<file path="src/rtl/store_merge_unit.sv">
// MEM-stage store unit: turns SW/SH/SB into word writes on a word-only data memory,
// using read-modify-write for sub-word stores and flagging misaligned stores.
module store_merge_unit (
    input  logic        clk,
    input  logic        reset,
    input  logic        req_valid,
    input  logic [5:0]  store_instr,
    input  logic [31:0] addr,
    input  logic [31:0] wdata,
    output logic        req_ready,
    output logic        busy,
    output logic [31:0] mem_addr,
    output logic        mem_rd_en,
    input  logic [31:0] mem_rdata,
    output logic        mem_wr_en,
    output logic [31:0] mem_wdata,
    output logic        done,
    output logic        align_err
);

    localparam logic [5:0] OP_SW = 6'h2b;
    localparam logic [5:0] OP_SH = 6'h29;
    localparam logic [5:0] OP_SB = 6'h28;

    typedef enum logic [2:0] {
        IDLE  = 3'd0,
        READ  = 3'd1,
        MERGE = 3'd2,
        WRITE = 3'd3,
        ERR   = 3'd4
    } state_t;

    state_t      state_r;
    state_t      state_next_s;
    logic [31:0] addr_r;
    logic [5:0]  instr_r;
    logic [31:0] wdata_r;
    logic [31:0] merged_r;
    logic        accept_s;

    // Replace one byte (SB) or halfword (SH) lane of the memory word with store data.
    function automatic logic [31:0] merge_lane(input logic [31:0] rdata,
                                               input logic [31:0] src,
                                               input logic [5:0]  instr,
                                               input logic [1:0]  lane);
        logic [31:0] w;
        w = rdata;
        if (instr == OP_SH) begin
            if (lane[1]) begin
                w[31:16] = src[15:0];
            end else begin
                w[15:0] = src[15:0];
            end
        end else begin
            case (lane)
                2'd0:    w[7:0]   = src[7:0];
                2'd1:    w[15:8]  = src[7:0];
                2'd2:    w[23:16] = src[7:0];
                2'd3:    w[31:24] = src[7:0];
                default: w        = rdata;
            endcase
        end
        return w;
    endfunction

    assign accept_s = req_valid && (state_r == IDLE) && !reset;

    // State register and request/merge latches.
    always_ff @(posedge clk) begin
        if (reset) begin
            state_r  <= IDLE;
            addr_r   <= 32'h0000_0000;
            instr_r  <= 6'd0;
            wdata_r  <= 32'h0000_0000;
            merged_r <= 32'h0000_0000;
        end else begin
            state_r <= state_next_s;
            if (accept_s) begin
                addr_r  <= addr;
                instr_r <= store_instr;
                wdata_r <= wdata;
            end
            if (state_r == MERGE) begin
                merged_r <= merge_lane(mem_rdata, wdata_r, instr_r, addr_r[1:0]);
            end
        end
    end

    // Next-state decode, including alignment classification of the incoming request.
    always_comb begin
        state_next_s = state_r;
        case (state_r)
            IDLE: begin
                if (accept_s) begin
                    if (store_instr == OP_SW) begin
                        state_next_s = (addr[1:0] == 2'b00) ? WRITE : ERR;
                    end else if (store_instr == OP_SH) begin
                        state_next_s = (addr[0] == 1'b0) ? READ : ERR;
                    end else if (store_instr == OP_SB) begin
                        state_next_s = READ;
                    end else begin
                        // Unknown opcodes still complete, but never touch memory.
                        state_next_s = WRITE;
                    end
                end else begin
                    state_next_s = IDLE;
                end
            end
            READ:    state_next_s = MERGE;
            MERGE:   state_next_s = WRITE;
            WRITE:   state_next_s = IDLE;
            ERR:     state_next_s = IDLE;
            default: state_next_s = IDLE;
        endcase
    end

    // Output decode from state; reset forces every output low in the same cycle.
    always_comb begin
        req_ready = 1'b0;
        busy      = 1'b0;
        mem_addr  = 32'h0000_0000;
        mem_rd_en = 1'b0;
        mem_wr_en = 1'b0;
        mem_wdata = 32'h0000_0000;
        done      = 1'b0;
        align_err = 1'b0;
        if (!reset) begin
            case (state_r)
                IDLE: begin
                    req_ready = 1'b1;
                end
                READ: begin
                    busy      = 1'b1;
                    mem_addr  = {addr_r[31:2], 2'b00};
                    mem_rd_en = 1'b1;
                end
                MERGE: begin
                    busy     = 1'b1;
                    mem_addr = {addr_r[31:2], 2'b00};
                end
                WRITE: begin
                    busy      = 1'b1;
                    mem_addr  = {addr_r[31:2], 2'b00};
                    done      = 1'b1;
                    mem_wr_en = (instr_r == OP_SW) || (instr_r == OP_SH) || (instr_r == OP_SB);
                    if ((instr_r == OP_SH) || (instr_r == OP_SB)) begin
                        mem_wdata = merged_r;
                    end else begin
                        mem_wdata = wdata_r;
                    end
                end
                ERR: begin
                    busy      = 1'b1;
                    mem_addr  = {addr_r[31:2], 2'b00};
                    align_err = 1'b1;
                end
                default: begin
                    busy = 1'b0;
                end
            endcase
        end else begin
            req_ready = 1'b0;
        end
    end

endmodule
</file>
<file path="config.mk">
export PLATFORM = sky130hd
export DESIGN_NAME = store_merge_unit
export DESIGN_NICKNAME = d
export VERILOG_FILES = /design/src/rtl/store_merge_unit.sv
export SDC_FILE = /design/constraint.sdc
export NUM_CORES = 1
export LEC_CHECK = 0
export ABC_AREA = 1
export BUFFER_PORTS_ARGS = -buffer_cell sky130_fd_sc_hd__buf_4
export CAP_MARGIN = 20
export CORE_MARGIN = 8
export CORE_UTILIZATION = 57
export CTS_BUF_LIST = sky130_fd_sc_hd__clkbuf_4 sky130_fd_sc_hd__clkbuf_8
export CTS_CLUSTER_DIAMETER = 30
export DETAILED_ROUTE_END_ITERATION = 16
export PLACE_DENSITY_LB_ADDON = 0.25
export SYNTH_ARGS = -nofsm -noshare
export SYNTH_HDL_FRONTEND = slang
export SYNTH_SLANG_ARGS = --single-unit
</file>
<file path="constraint.sdc">
create_clock -name clk -period 2.2 [get_ports clk]
set_clock_uncertainty 0.1 [all_clocks]
set_input_delay 0 -clock clk [delete_from_list [all_inputs] [get_ports clk]]
set_output_delay 0 -clock clk [all_outputs]
set_load 0.03 [all_outputs]
</file>
**Word-level counts from Yosys, hierarchy flattened**

Cells that the tools add are included.

- Register bits: 105
- Output and inout bits: 70
- Logic and storage cells: 59

- Equality and inequality tests: 13
- Multiplexer cells: 31
- Reductions and logical operators: 10

Operators by type and width:

| kind | count |
|---|---|
| 32-bit 2-to-1 mux | 6 |
| 6-bit == test, second input constant | 6 |
| 16-bit 2-to-1 mux | 2 |
| 8-bit 2-to-1 mux | 4 |
| 3-bit 2-to-1 mux | 5 |
| 1-bit 2-to-1 mux | 12 |
| 3-bit one-hot mux with 3 select lines | 1 |
| 3-bit by 2-bit == test with 1-bit output, second input constant | 2 |
| 2-bit == test, second input constant | 2 |
| 2-bit zero test | 2 |
| 4-bit OR reduction | 1 |
| 3-bit by 1-bit == test with 1-bit output, second input constant | 1 |
| 3-bit == test, second input constant | 1 |
| 3-bit zero test | 1 |
| 1-bit logical OR | 3 |
| 2-bit by 1-bit == test with 1-bit output, second input constant | 1 |
| 1-bit logical AND | 2 |
| 2-bit 2-to-1 mux | 1 |
| 1-bit zero test | 1 |

**Logic depth before layout (Yosys ltp)**

Gate-level depths: netlist (run 1).

- Depth after elaboration: 6
- Depth in mapped cells: 9
- Gate-level depth less buffers: 7

**Worst setup path before layout (run 1)**

Ideal clock, no wire load.

- Path kind: reg-to-output
- From: register state_r[0]
- To: output mem_wdata[30]
- Arrival: 1584 ps
- Data required time: 2100 ps
- Setup slack: 516 ps
- Cell stages (with the launch flop): 8
- Path through: dfxtp_1 inv_2 nor3_2 nand2_1 inv_2 buf_2 o21ai_1 a21oi_1

- Word-level cells in the longest chain between the ends: 3

Ends and longest elaborated chain:

| item | line | RTL |
|---|---|---|
| start: declaration | 33 | `state_t state_r;` |
| start signal: assignment | 77 | `state_r <= state_next_s;` |
| 3-bit by 2-bit == test with 1-bit output | 128 | `case (state_r)` |
| 32-bit 2-to-1 mux | 128 |  |
| 32-bit 2-to-1 mux | 127 | `if (!reset) begin` |
| end: declaration | 16 | `output logic [31:0] mem_wdata,` |

Every way passes these cells.

**Final worst setup path (run 1)**

- From: register instr_r[3]
- To: output mem_wdata[10]

- Word-level cells in the longest chain between the ends: 5
- Elaborated cells between the ends (all ways): 6
- Those cells by class: 2 x eq/ne; 3 x mux; 1 x reduce/logical

Ends and longest elaborated chain:

| item | line | RTL |
|---|---|---|
| start: declaration | 36 | `logic [5:0] instr_r;` |
| start signal: assignment | 80 | `instr_r <= store_instr;` |
| 6-bit == test | 146 | `if ((instr_r == OP_SH) \|\| (instr_r == OP_SB)) begin` |
| 1-bit logical OR * | 146 |  |
| 32-bit 2-to-1 mux * | 146 |  |
| 32-bit 2-to-1 mux * | 128 |  |
| 32-bit 2-to-1 mux * | 127 |  |

Every way passes the cells marked *; elsewhere a longest branch is shown, timed or not.

==> results of run 1 <==
-- cells by family (layout without fill, tap and decap cells) --
logic type | count (synthesis) | after routing | synth area share [%]
AND/OR/NAND/NOR | 375 | 375 | 27.65
AO/OA/AOI/OAI | 236 | 236 | 22.05
buffers and inverters | 170 | 411 | 12.92
flip-flops | 105 | 105 | 37.16
other | 1 | 4 | 0.06629
XOR/XNOR | 1 | 1 | 0.1549
-- metrics by stage --
step	utilization (%)	setup slack, ns	cells	hold WS (ns)	total power, uW
2_1_floorplan	-	0.5160	889	0.003131	3112
3_3_place_gp	71.41	0.3652	1148	0.08784	3481
3_5_place_dp	71.41	0.3494	1148	0.09301	3509
4_1_cts	83.51	0.01449	1261	0.002844	4820
5_1_grt	83.86	0.01242	1263	0.05762	5138
6_report	83.91	0.1017	1265	0.01602	4925
-- tightest hold or removal path: stages --
cell and delay (ns):
buf_4 0.11, inv_1 0.08, nand2_1 0.06, nand2_1 0.05, nand2_1 0.05, nand3_1 0.05
a21oi_1 0.05
-- state kept, by name (all words and copies together) (netlist names) --
name and count:
merged_r 32, state_r 3, addr_r 32, instr_r 6
wdata_r 32
-- cells in the mapped netlist --
cell type,instances,area (sq um)
a21oi_1,107,535.5
a21oi_2,1,8.760
buf_1,3,11.26
buf_2,27,135.1
buf_4,3,22.52
buf_6,6,67.56
clkbuf_1,22,82.58
clkinv_1,2,7.510
conb_1,1,3.750
dfxtp_1,105,2102
inv_1,100,375.4
inv_2,6,22.52
inv_4,1,6.260
nand2_1,237,889.6
nand3_1,76,380.4
nand3_4,1,17.52
nand4_1,1,6.260
nor2_1,55,206.5
nor2_4,1,11.26
nor2_8,1,20.02
nor3_2,1,10.01
nor3_4,1,16.27
nor4_1,1,6.260
o211ai_1,1,7.510
o21a_1,24,180.2
o21ai_0,91,455.4
o21ai_1,12,60.06
xor2_1,1,8.760
-- metal layers --
metal  global-route usage [%]  part of all wire (%)  vias to the layer above
met1                    35.88                    37                     3268
met2                    56.90                    49                      470
met4                    17.20                   4.6                        0
met5                        0                     0                        -
li1                         -                     -                     3305
met3                    6.879                   9.9                       99
-- worst paths after layout --
| path | to | slack (ns) | cells after the start |
|---|---|---|---|
| min | merged_r[20] | 0.02 | 7 |
| max reg2reg | merged_r[5] | 0.29 | 7 |
| max | mem_wdata[10] | 0.10 | 7 |
| min reg2reg | addr_r[30] | 0.36 | 2 |
-- report_power, final --
| group | internal (uW) | leakage, uW | total, uW | switching, uW |
|---|---|---|---|---|
| logic | 588 | 0.00273 | 1490 | 901 |
| registers | 2100 | 0.000859 | 2220 | 118 |
| clock network | 492 | 0.0000989 | 1220 | 724 |
-- area by class of cell --
cell class,count,area (sq um),area share [%]
antenna,2,5.005,0.06159
clock buffer,11,151.4,1.863
clock inverter,5,50.05,0.6159
inverter,109,420.4,5.173
multi-input combinational,614,2835,34.89
sequential,105,2103,25.88
tap,133,166.4,2.048
timing repair buffer,284,2382,29.31
timing repair inverter,2,12.51,0.1540
-- timing repair --
action / 4_1_cts / 5_1_grt
endpoints found under the setup margin: 0 / 35
resized for setup: 0 / 8
buffers inserted: 0 / 0
hold buffers: 97 / 0
hold endpoints to repair: 104 / 0
==> out/qor.txt, run 1 <==
total gr overflow -> 0
min Tclk post-route -> 2.098 ns
Seq cells post-synth -> 105
clock sink count -> 105
status -> finished, final reports clean
Ports -> 175
initial drt markers -> 881
starting density of the core -> 58.41%
origin of the worst setup path -> instr_r[3]
NumNets Final -> 1230
hpwl dp -> 12.03 mm
Fmax achieved -> 0.4766 GHz
DR DRC count -> 0
max cap viols -> 0
CP Buf/Inv Count -> 3
number of CTS-inserted buffers -> 9
vias in the first global route -> 6928
Die W -> 115.6 um
hold path start -> mem_rdata[20]
antenna violations before repair -> 0
kind of critical path -> reg2out
Clock Latency Late Sink -> 0.39 ns
Worst EP arrival -> 2.00 ns
total track usage -> 32.34%
clock buffer depth -> 2
most common library cell in the layout ignoring fill and taps -> nand2_1
Buffers on Ports -> 172
post-synthesis cell area -> 5657 sq um
pins over their slew limit -> 0
fill cell count -> 622
P per Cell Area -> 606.1 nW/um^2
post-synthesis cell type count -> 28
most frequent cells in the layout -> 237 x nand2_1, 185 x buf_4, 107 x a21oi_1
post-route cell area -> 8127 sq um
core box area -> 9684 sq um
Hold Crit Class -> in2reg
worst-path maximum fanout -> 40
routability cong. -> 0.8417
Die Span Y -> 115.6 um
TritonRoute pass-1 iters -> 8
Slew HR -> 58.08%
Vias/cell -> 5.646
clk root buf -> clkbuf_8
CP endpoint kind -> output port
pin count of the biggest net entering global routing -> 56
area grow syn2layout -> 43.66%
Required @ worst endpoint -> 2.10 ns
Tcrit/Tclk final -> 95.38%
Tightest Pin Transition -> 0.6279 ns
Yosys warning count -> 0
CP delay by family, top -> buffers and inverters
CTS H-tree lvls -> 3
wirelength, routed -> 22.15 mm
worst-path cell with the longest stage delay -> dfxtp_1
DRT antenna net count -> 0
VDD IR max -> 0.4309 mV
CTS tree -> yes
final hold vios -> 0
Cell Chain, Critical Path -> inv_1, nor2_1, nand3_2, buf_6, o21ai_0, a21oi_1, buf_4
Placement Cell Area -> 6915 sq um
Pleak -> 0.003685 uW
Worst-path clk slew -> 0.10 ns
RR Startpoint -> addr_r[0]
Max stage delay on crit path -> 0.35 ns
Die ar. -> 13370 sq um
routed len/inst -> 17.51 um
Finish-stage setup viols -> 0
setup TNS -> 0 ns
share of cells above drive strength 1 -> 19.65%
row count -> 36
crit path launch type -> flop
Post-Synthesis Cells -> 888
via count -> 7142
global-route wire length before repair -> 34.33 mm
Mapped Avg Cell Area -> 6.370 sq um
register area share after synthesis -> 37.16%
RSZ-0062 raised after global routing -> false
(Power assumes the default switching activity.)
==> run 2: changes to the inputs <==
ABC_AREA = not set   (was 1)
CAP_MARGIN = 0   (was 20)
CORE_UTILIZATION = 58   (was 57)
==> out/qor.txt, run 2 <==
Worst EP arrival -> 1.94 ns
Top Registers -> addr_r (32), merged_r (32), wdata_r (32)
wirelength, routed -> 21.05 mm
clk root buf -> clkbuf_8
Finish-stage setup viols -> 0
register area share after synthesis -> 35.45%
top cells by area, synth -> dfxtp_1 35%, nand2_1 15%, nand3b_1 8.9%
clock buffer depth -> 2
total gr overflow -> 0
min Tclk post-route -> 2.036 ns
synth cell count leaders -> 241 x nand2_1, 105 x dfxtp_1, 70 x nand3b_1
CP Buf/Inv Count -> 2
Post-Synthesis Cells -> 740
Ports -> 175
setup TNS -> 0 ns
count leader, synth -> nand2_1
DRT antenna net count -> 0
starting density of the core -> 58.48%
Die Span Y -> 117.1 um
Slew HR -> 63.61%
Buffers on Ports -> 172
post-synthesis xor/xnor area fraction -> 0.2954%
pre-CTS setup slack -> 0.4597 ns
register area -> 2103 sq um
wire length on met3 -> 1.875 mm
Worst-path clk slew -> 0.10 ns
Max stage delay on crit path -> 0.33 ns
main combinational cell family by area after synthesis -> simple AND/OR/NAND/NOR gates
postcts setup bufs -> 0
global-route wire length before repair -> 32.82 mm
final hold vios -> 0
Multi-input gate area -> 3381 sq um
share of cells above drive strength 1 -> 27.28%
share of the synthesized area in the top cell type -> 35.45%
post-synthesis cell type count -> 37
hpwl dp -> 12.17 mm
area grow syn2layout -> 41.08%
Top Layer Used -> met4
CP delay by family, top -> simple AND/OR/NAND/NOR gates
total track usage -> 30.55%
most common library cell in the layout ignoring fill and taps -> nand2_1
clock sink count -> 105
Hold Crit Class -> in2reg
P per Cell Area -> 684.3 nW/um^2
CTS tree -> yes
Tightest Pin Transition -> 0.5459 ns
DR DRC count -> 0
crit path launch type -> flop
met2 wire length -> 10.43 mm
Die ar. -> 13710 sq um
NumNets Final -> 1075
post-synthesis compound-gate area fraction -> 11.14%
Vias/cell -> 5.741
status -> finished, final reports clean
EDFF count, synth -> 0
worst-path maximum fanout -> 32
final core occ -> 82.51%
Pleak -> 0.003527 uW
Die W -> 117.1 um
pins over their slew limit -> 0
Adder-Cell Fraction of Synth Area -> 0%
mux share of post-synthesis cell area -> 6.267%
kind of critical path -> reg2out
most frequent cells in the layout -> 240 x nand2_1, 183 x buf_4, 104 x dfxtp_1
worst-path cell with the longest stage delay -> dfxtp_1
number of CTS-inserted buffers -> 9
Required @ worst endpoint -> 2.10 ns
Tot Pwr -> 5725 uW
Mapped Avg Cell Area -> 8.013 sq um
Async SR Flop Fraction -> 0%
row count -> 37
post-synthesis cell area -> 5929 sq um
simple-gate share of the synthesized area -> 39.02%
met1 WL -> 7.991 mm
Clock Latency Late Sink -> 0.38 ns
antenna violations before repair -> 0
area leader, netlist -> dfxtp_1
fill cell count -> 593
initial drt markers -> 568
max cap viols -> 0
Cell Chain, Critical Path -> nand4bb_4, nor2_2, buf_6, nand2_1, a21oi_1, buf_4
final worst slack -> 0.1640 ns
Fmax achieved -> 0.4912 GHz
Tcrit/Tclk final -> 92.55%
Yosys warning count -> 0
TritonRoute pass-1 iters -> 5
CP endpoint kind -> output port
RSZ-0062 raised after global routing -> false
routed len/inst -> 18.94 um
top_reg_cell synth -> dfxtp_1
number of diodes -> 0
routability cong. -> 0.8430
VDD IR max -> 0.5079 mV
pin count of the biggest net entering global routing -> 65
vias in the first global route -> 6668
core box area -> 10140 sq um
Seq cells post-synth -> 105
via count -> 6378
CTS H-tree lvls -> 3
[run 2: changes by cell type in the layout (fill, tap and decap cells not counted), sizes merged, moves of 5 or more]
| cell | before | now |
|---|---|---|
| a21oi | 108 | 34 |
| a31oi | 0 | 32 |
| and2 | 0 | 33 |
| dlygate4sd3 | 97 | 102 |
| inv | 107 | 1 |
| mux2 | 0 | 33 |
| nand2b | 0 | 33 |
| nand3 | 77 | 34 |
| nand3b | 0 | 70 |
| nor2 | 57 | 7 |
| o2111ai | 0 | 31 |
| o21a | 24 | 1 |
| o21ai | 103 | 1 |
[run 2: cells by family after synthesis]
group | count (synthesis)
AOI/OAI and AO/OA | 100
and+or+nand+nor | 428
muxes | 33
other | 1
xor gates and xnor gates | 2
DFF | 105
buffers and inverters | 71
[run 2: path summary, 6_finish.rpt]
path	start	to	slack (ns)	cells after the start
min	reset	merged_r[6]	0.02	2
max	instr_r[4]	mem_wdata[9]	0.16	6
min reg2reg	merged_r[6]	merged_r[6]	0.37	2
max reg2reg	instr_r[4]	merged_r[9]	0.44	5
[run 2: per-stage QoR]
step | area [sq um] | instances | hold slack, ns
finish | 8366 | 1111 | 0.02051
global route | 8366 | 1111 | 0.02290
CTS | 8359 | 1111 | 0.002786
detailed placement | 7077 | 993 | 0.08651
global placement | 7077 | 993 | 0.08290
floorplan | 5933 | 741 | -0.001050
[run 2: worst register-to-register path, cell delays in order (launching register included)]
cell and delay (ns):
dfxtp_1 0.33, nand4bb_4 0.28, or3b_1 0.37, buf_4 0.31, nand3_2 0.16, a31oi_1 0.09
[run 2: timing repair]
item | 4_1_cts | 5_1_grt
endpoints found under the setup margin | 0 | 22
resized for setup | 0 | 2
hold buffers | 102 | 0
endpoints found under the hold margin | 105 | 0
[run 2: per-layer routing]
metal / GRT usage [%] / vias to the layer above
li1: - / 2969
met1: 34.16 / 3008
met2: 52.74 / 329
met3: 8.568 / 72
met4: 14.42 / 0
met5: 0 / -
[run 2: report_power, final]
group | switching, uW | internal [uW] | total, uW | leakage (uW)
registers | 267 | 2180 | 2450 | 0.000860
logic | 982 | 742 | 1720 | 0.00253
clock network | 670 | 880 | 1550 | 0.000134
[run 2: cell type report]
class                   count  area share (%)
clock buffers              10           1.570
clock inverters             6           1.555
inverters                   1         0.04487
multi-input cells         565           40.41
flip-flops and latches    105           25.14
well taps                 136           2.034
repair buffers            288           29.24
